## src/rtl/booth_datapath.sv

```systemverilog
// Radix-4 Booth multiplier datapath: operand registers, accumulator, shifter and
// product capture, sequenced by an external controller through add/sub/shift strobes.
module booth_datapath #(
  parameter int N = 8
) (
  input  logic           Clock,
  input  logic           nReset,
  input  logic           Request,
  input  logic [N-1:0]   Multiplicand,
  input  logic [N-1:0]   Multiplier,
  input  logic           add_s,
  input  logic           sub_s,
  input  logic           ashift_s,
  input  logic           Done,
  output logic [2:0]     Q,
  output logic [2*N-1:0] Product,
  output logic           Valid,
  output logic           Error
);

  typedef enum logic [1:0] {IDLE = 2'd0, RUN = 2'd1, HOLD = 2'd2} state_t;

  state_t           state_q, state_d;
  logic [N+1:0]     a_q, a_d;
  logic [N-1:0]     qr_q, qr_d;
  logic             q1_q, q1_d;
  logic [N-1:0]     mreg_q, mreg_d;
  logic [2*N-1:0]   product_q, product_d;
  logic             valid_q, valid_d;
  logic             error_q, error_d;
  logic             done_d_q;
  logic             done_rise_s;
  logic [N+1:0]     m_ext_s;

  assign done_rise_s = Done & ~done_d_q;
  assign m_ext_s     = {{2{mreg_q[N-1]}}, mreg_q};

  // Next-state: Request wins, then a Done edge in RUN, then a single control strobe.
  always_comb begin
    state_d   = state_q;
    a_d       = a_q;
    qr_d      = qr_q;
    q1_d      = q1_q;
    mreg_d    = mreg_q;
    product_d = product_q;
    valid_d   = valid_q;
    error_d   = error_q;
    if (Request) begin
      a_d     = {(N+2){1'b0}};
      qr_d    = Multiplier;
      q1_d    = 1'b0;
      mreg_d  = Multiplicand;
      valid_d = 1'b0;
      error_d = 1'b0;
      state_d = RUN;
    end else if (state_q == RUN) begin
      if (done_rise_s) begin
        // Capture reflects the pre-operation registers; any strobe this cycle is dropped.
        product_d = {a_q[N-1:0], qr_q};
        valid_d   = 1'b1;
        state_d   = HOLD;
      end else begin
        case ({add_s, sub_s, ashift_s})
          3'b000: a_d = a_q;
          3'b100: a_d = a_q + m_ext_s;
          3'b010: a_d = a_q - m_ext_s;
          3'b001: begin
            q1_d = qr_q[1];
            qr_d = {a_q[1:0], qr_q[N-1:2]};
            a_d  = {a_q[N+1], a_q[N+1], a_q[N+1:2]};
          end
          default: error_d = 1'b1;
        endcase
      end
    end else begin
      state_d = state_q;
    end
  end

  // State and datapath registers with asynchronous clear.
  always_ff @(posedge Clock or negedge nReset) begin
    if (!nReset) begin
      state_q   <= IDLE;
      a_q       <= {(N+2){1'b0}};
      qr_q      <= {N{1'b0}};
      q1_q      <= 1'b0;
      mreg_q    <= {N{1'b0}};
      product_q <= {(2*N){1'b0}};
      valid_q   <= 1'b0;
      error_q   <= 1'b0;
      done_d_q  <= 1'b0;
    end else begin
      state_q   <= state_d;
      a_q       <= a_d;
      qr_q      <= qr_d;
      q1_q      <= q1_d;
      mreg_q    <= mreg_d;
      product_q <= product_d;
      valid_q   <= valid_d;
      error_q   <= error_d;
      done_d_q  <= Done;
    end
  end

  assign Q       = {qr_q[1:0], q1_q};
  assign Product = product_q;
  assign Valid   = valid_q;
  assign Error   = error_q;

endmodule

```

## config.mk

```make
export PLATFORM = sky130hd
export DESIGN_NAME = booth_datapath
export DESIGN_NICKNAME = d
export VERILOG_FILES = /design/src/rtl/booth_datapath.sv
export SDC_FILE = /design/constraint.sdc
export NUM_CORES = 1
export LEC_CHECK = 0
export BUFFER_PORTS_ARGS = -buffer_cell sky130_fd_sc_hd__buf_2
export CORE_MARGIN = 2
export CORE_UTILIZATION = 35
export DETAILED_ROUTE_END_ITERATION = 8
export HOLD_SLACK_MARGIN = 0.1
export SLEW_MARGIN = 5
export SYNTH_ARGS = -nofsm -noshare
export SYNTH_HDL_FRONTEND = slang
export SYNTH_SLANG_ARGS = --single-unit
```

## constraint.sdc

```tcl
create_clock -name Clock -period 3.4 [get_ports Clock]
set_input_delay 0.17 -clock Clock [delete_from_list [all_inputs] [get_ports Clock]]
set_output_delay 0.17 -clock Clock [all_outputs]
set_load 0.005 [all_outputs]
```

==> results.ini <==
[status]
run_status = complete, no violations

[timing]
worst_pin_slew_ns = 1.03
worst_clock_skew_ns = 0.00791
hold_violations = 0
timing.fmax_mhz = 358
fin_hold_ws_ns = 0.0963
fin_tns_setup_ns = 0
finalSetupViolCount = 0
rsz0062_at_grt = no
maxSlewHeadroom_pct = 31.3
period_minus_slack_ns = 2.79
drv_slew = 0
fin_crit_sh_pct = 82.1

[floorplanning]
die-area_sq_um = 8200
initial_utilization_pct = 36.2
floorplan.rows = 31
core-area_sq_um = 7250
io_pins = 44
die_width_microns = 90.6
die_h_microns = 90.6

[clocking]
clock_latency_ns = 0.30
htree_levels = 2
clockBufferDepth = 2
cts_buffers = 5
path_clk_slew_ns = 0.09
tritoncts = yes
root_buffer = clkbuf_8
post_cts_buffers = 0
clock_sinks = 47
post_cts_resized = 0
cts_hold_buf = 16

[yosys]
ys_types = 44
avgSynthCellArea_sq_um = 10.6
synth_seq_cells = 47
yosysSeqAreaShare_pct = 44.8
syn-cell-area_sq_um = 2620
synthArstFlopShare_pct = 100
synth_edf_count = 0
yosys_warnings = 0
netlist_instances = 247
synth_ff_type = dfrtp_1
synth_fp_nets = 281

[power_and_ir_drop]
vdd_drop_max_uv = 220
switchingPower_w = 0.000585
internal_power_w = 0.00115
power_density_nw_per_um2 = 551
comb_power_share_pct = 35.6
seqPwrFrac_pct = 44.1
leakage_nw = 1.51
pwr-share-clk_pct = 20.2
p_sw_share_pct = 33.7

[run]
drv_cap = 0

[critical_path]
cp-start-kind = register
criticalPathCategory = register to register
critPathMaxFanout = 5
cp.required_ns = 3.59
rr_worst_depth = 10
worstSetupEndpointType = register
arrival_ns = 2.98

[global_routing]
grt_usage_pct = 13.6
grt_pass1_vias = 1913
gr-total-overflow = 0
grt_max_degree = 48
antenna_found_initial = 0
grt_pass1_wl_microns = 9190

[hold_path]
hold_path.class = input pin to register
hold_depth = 3

[place]
place_congestion = 0.901
dp.cells = 378
hpwl_microns = 3860
portBuffers = 43

[routing]
wl_microns = 5340
postRouteAntennaNets = 0
dr.pass1.iters = 5
num_vias = 1988
wl_per_cell_microns = 13.3
drtIter0Drc = 77
drc = 0
avgViaCountPerCell = 4.95

[final_layout]
finish.utilization_pct = 43.5
final_cells = 402
nets = 337
diodes = 0
drive_above_1_share_pct = 26.1
n_fill_cell = 705
syn_to_final_growth_pct = 20.3

==> stage by stage <==
step	total power [W]	worst slack [ns]	cell area [sq um]
after floorplan	0.00120	0.805	2620
after global placement	0.00138	0.589	2890
after detailed placement	0.00139	0.533	2890
after CTS	0.00176	0.592	3140
after global routing	0.00187	0.402	3150
final	0.00174	0.608	3150
==> layout make-up <==
cell class              count  area (sq um)  share of cell area [%]
well taps                  99           124                    3.93
inverters                   7          26.3                   0.833
multi-input cells         181          1340                    42.6
clock buffers               6          82.6                    2.62
clock inverters             1          8.76                   0.278
repair buffers             61           393                    12.5
flip-flops and latches     47          1180                    37.3
==> power by group through the flow <==
stage               sequential, W  clock, W  combinational (W)
detailed placement       0.000779         0           0.000609
floorplan                0.000762         0           0.000434
finish                   0.000767  0.000352           0.000620
global placement         0.000772         0           0.000608
CTS                      0.000768  0.000371           0.000626
global route             0.000788  0.000384           0.000699
==> worst max-delay path: stages, from the launching register on <==
cell,delay (ns)
dfrtp_1,0.46
nor4_4,0.40
a21oi_1,0.13
xnor2_1,0.16
ha_1,0.34
a21o_1,0.19
a21oi_1,0.14
nor2b_1,0.08
a211oi_2,0.22
mux2i_1,0.22
mux2_1,0.34
==> cells in the mapped netlist (2+ instances only) <==
cell / n / share of area, %
nor2b_1: 4 / 0.95
o22ai_1: 2 / 0.48
a31oi_1: 2 / 0.48
xnor2_1: 9 / 3.0
dfrtp_1: 47 / 45
mux2i_1: 14 / 5.3
nor2_1: 20 / 2.9
buf_6: 2 / 0.86
a211oi_1: 2 / 0.57
a22oi_1: 2 / 0.57
a21o_1: 4 / 1.1
o31ai_1: 4 / 1.1
o21ai_0: 16 / 3.1
clkbuf_1: 5 / 0.72
a21oi_1: 16 / 3.1
xor2_1: 2 / 0.67
nand2b_1: 2 / 0.48
nor3_1: 6 / 1.1
inv_1: 7 / 1.0
ha_1: 10 / 4.8
nand2_1: 24 / 3.4
mux2_2: 22 / 9.4
buf_4: 4 / 1.1
==> cell families (layout without fill, tap and decap cells) <==
kind of cell,count (synthesis),after routing,share of synthesized area (%)
compound gates,55,55,13.2
fa+ha+maj,12,12,5.92
mux,37,37,15.2
flops,47,47,44.8
buf+inv,19,75,3.91
xor+xnor,11,11,3.67
simple gates,66,66,13.2
==> state kept, by name, indices dropped and copies added, names as in the netlist <==
signal / flops
Error: 1
Product: 16
a_q: 10
done_d_q: 1
mreg_q: 8
q1_q: 1
qr_q: 8
state_q: 2
==> layout by cell type (no fill, tap or decap), drive strengths merged, types with 2 or more instances in the layout <==
cell type / n
a211oi: 3
a21o: 4
a21oi: 17
a22oi: 2
a31oi: 2
buf: 44
clkbuf: 6
dfrtp: 47
dlygate4sd3: 17
ha: 10
inv: 8
mux2: 23
mux2i: 14
nand2: 25
nand2b: 2
nor2: 20
nor2b: 4
nor3: 6
nor3b: 2
o21ai: 17
o22ai: 2
o31ai: 4
xnor2: 9
xor2: 2
==> layer usage <==
layer / up-vias / GRT usage [%] / wire [microns]
met2: 33 / 21.9 / 2540
met3: 2 / 3.01 / 170
met1: 971 / 18.5 / 2580
met4: 0 / 3.85 / 42
li1: 982 / - / -
met5: - / 0 / 0
==> final timing paths <==
| check | start | end | slack [ns] |
|---|---|---|---|
| max in group asynchronous | nReset | qr_q[7] | 2.17 |
| max reg2reg | mreg_q[4] | a_q[9] | 0.61 |
| min | Multiplicand[1] | mreg_q[1] | 0.1 |
| max | mreg_q[4] | a_q[9] | 0.61 |
| min reg2reg | Product[12] | Product[12] | 0.51 |
| min in group asynchronous | nReset | mreg_q[7] | 0.58 |
Power figures use the tool's default switching activity.
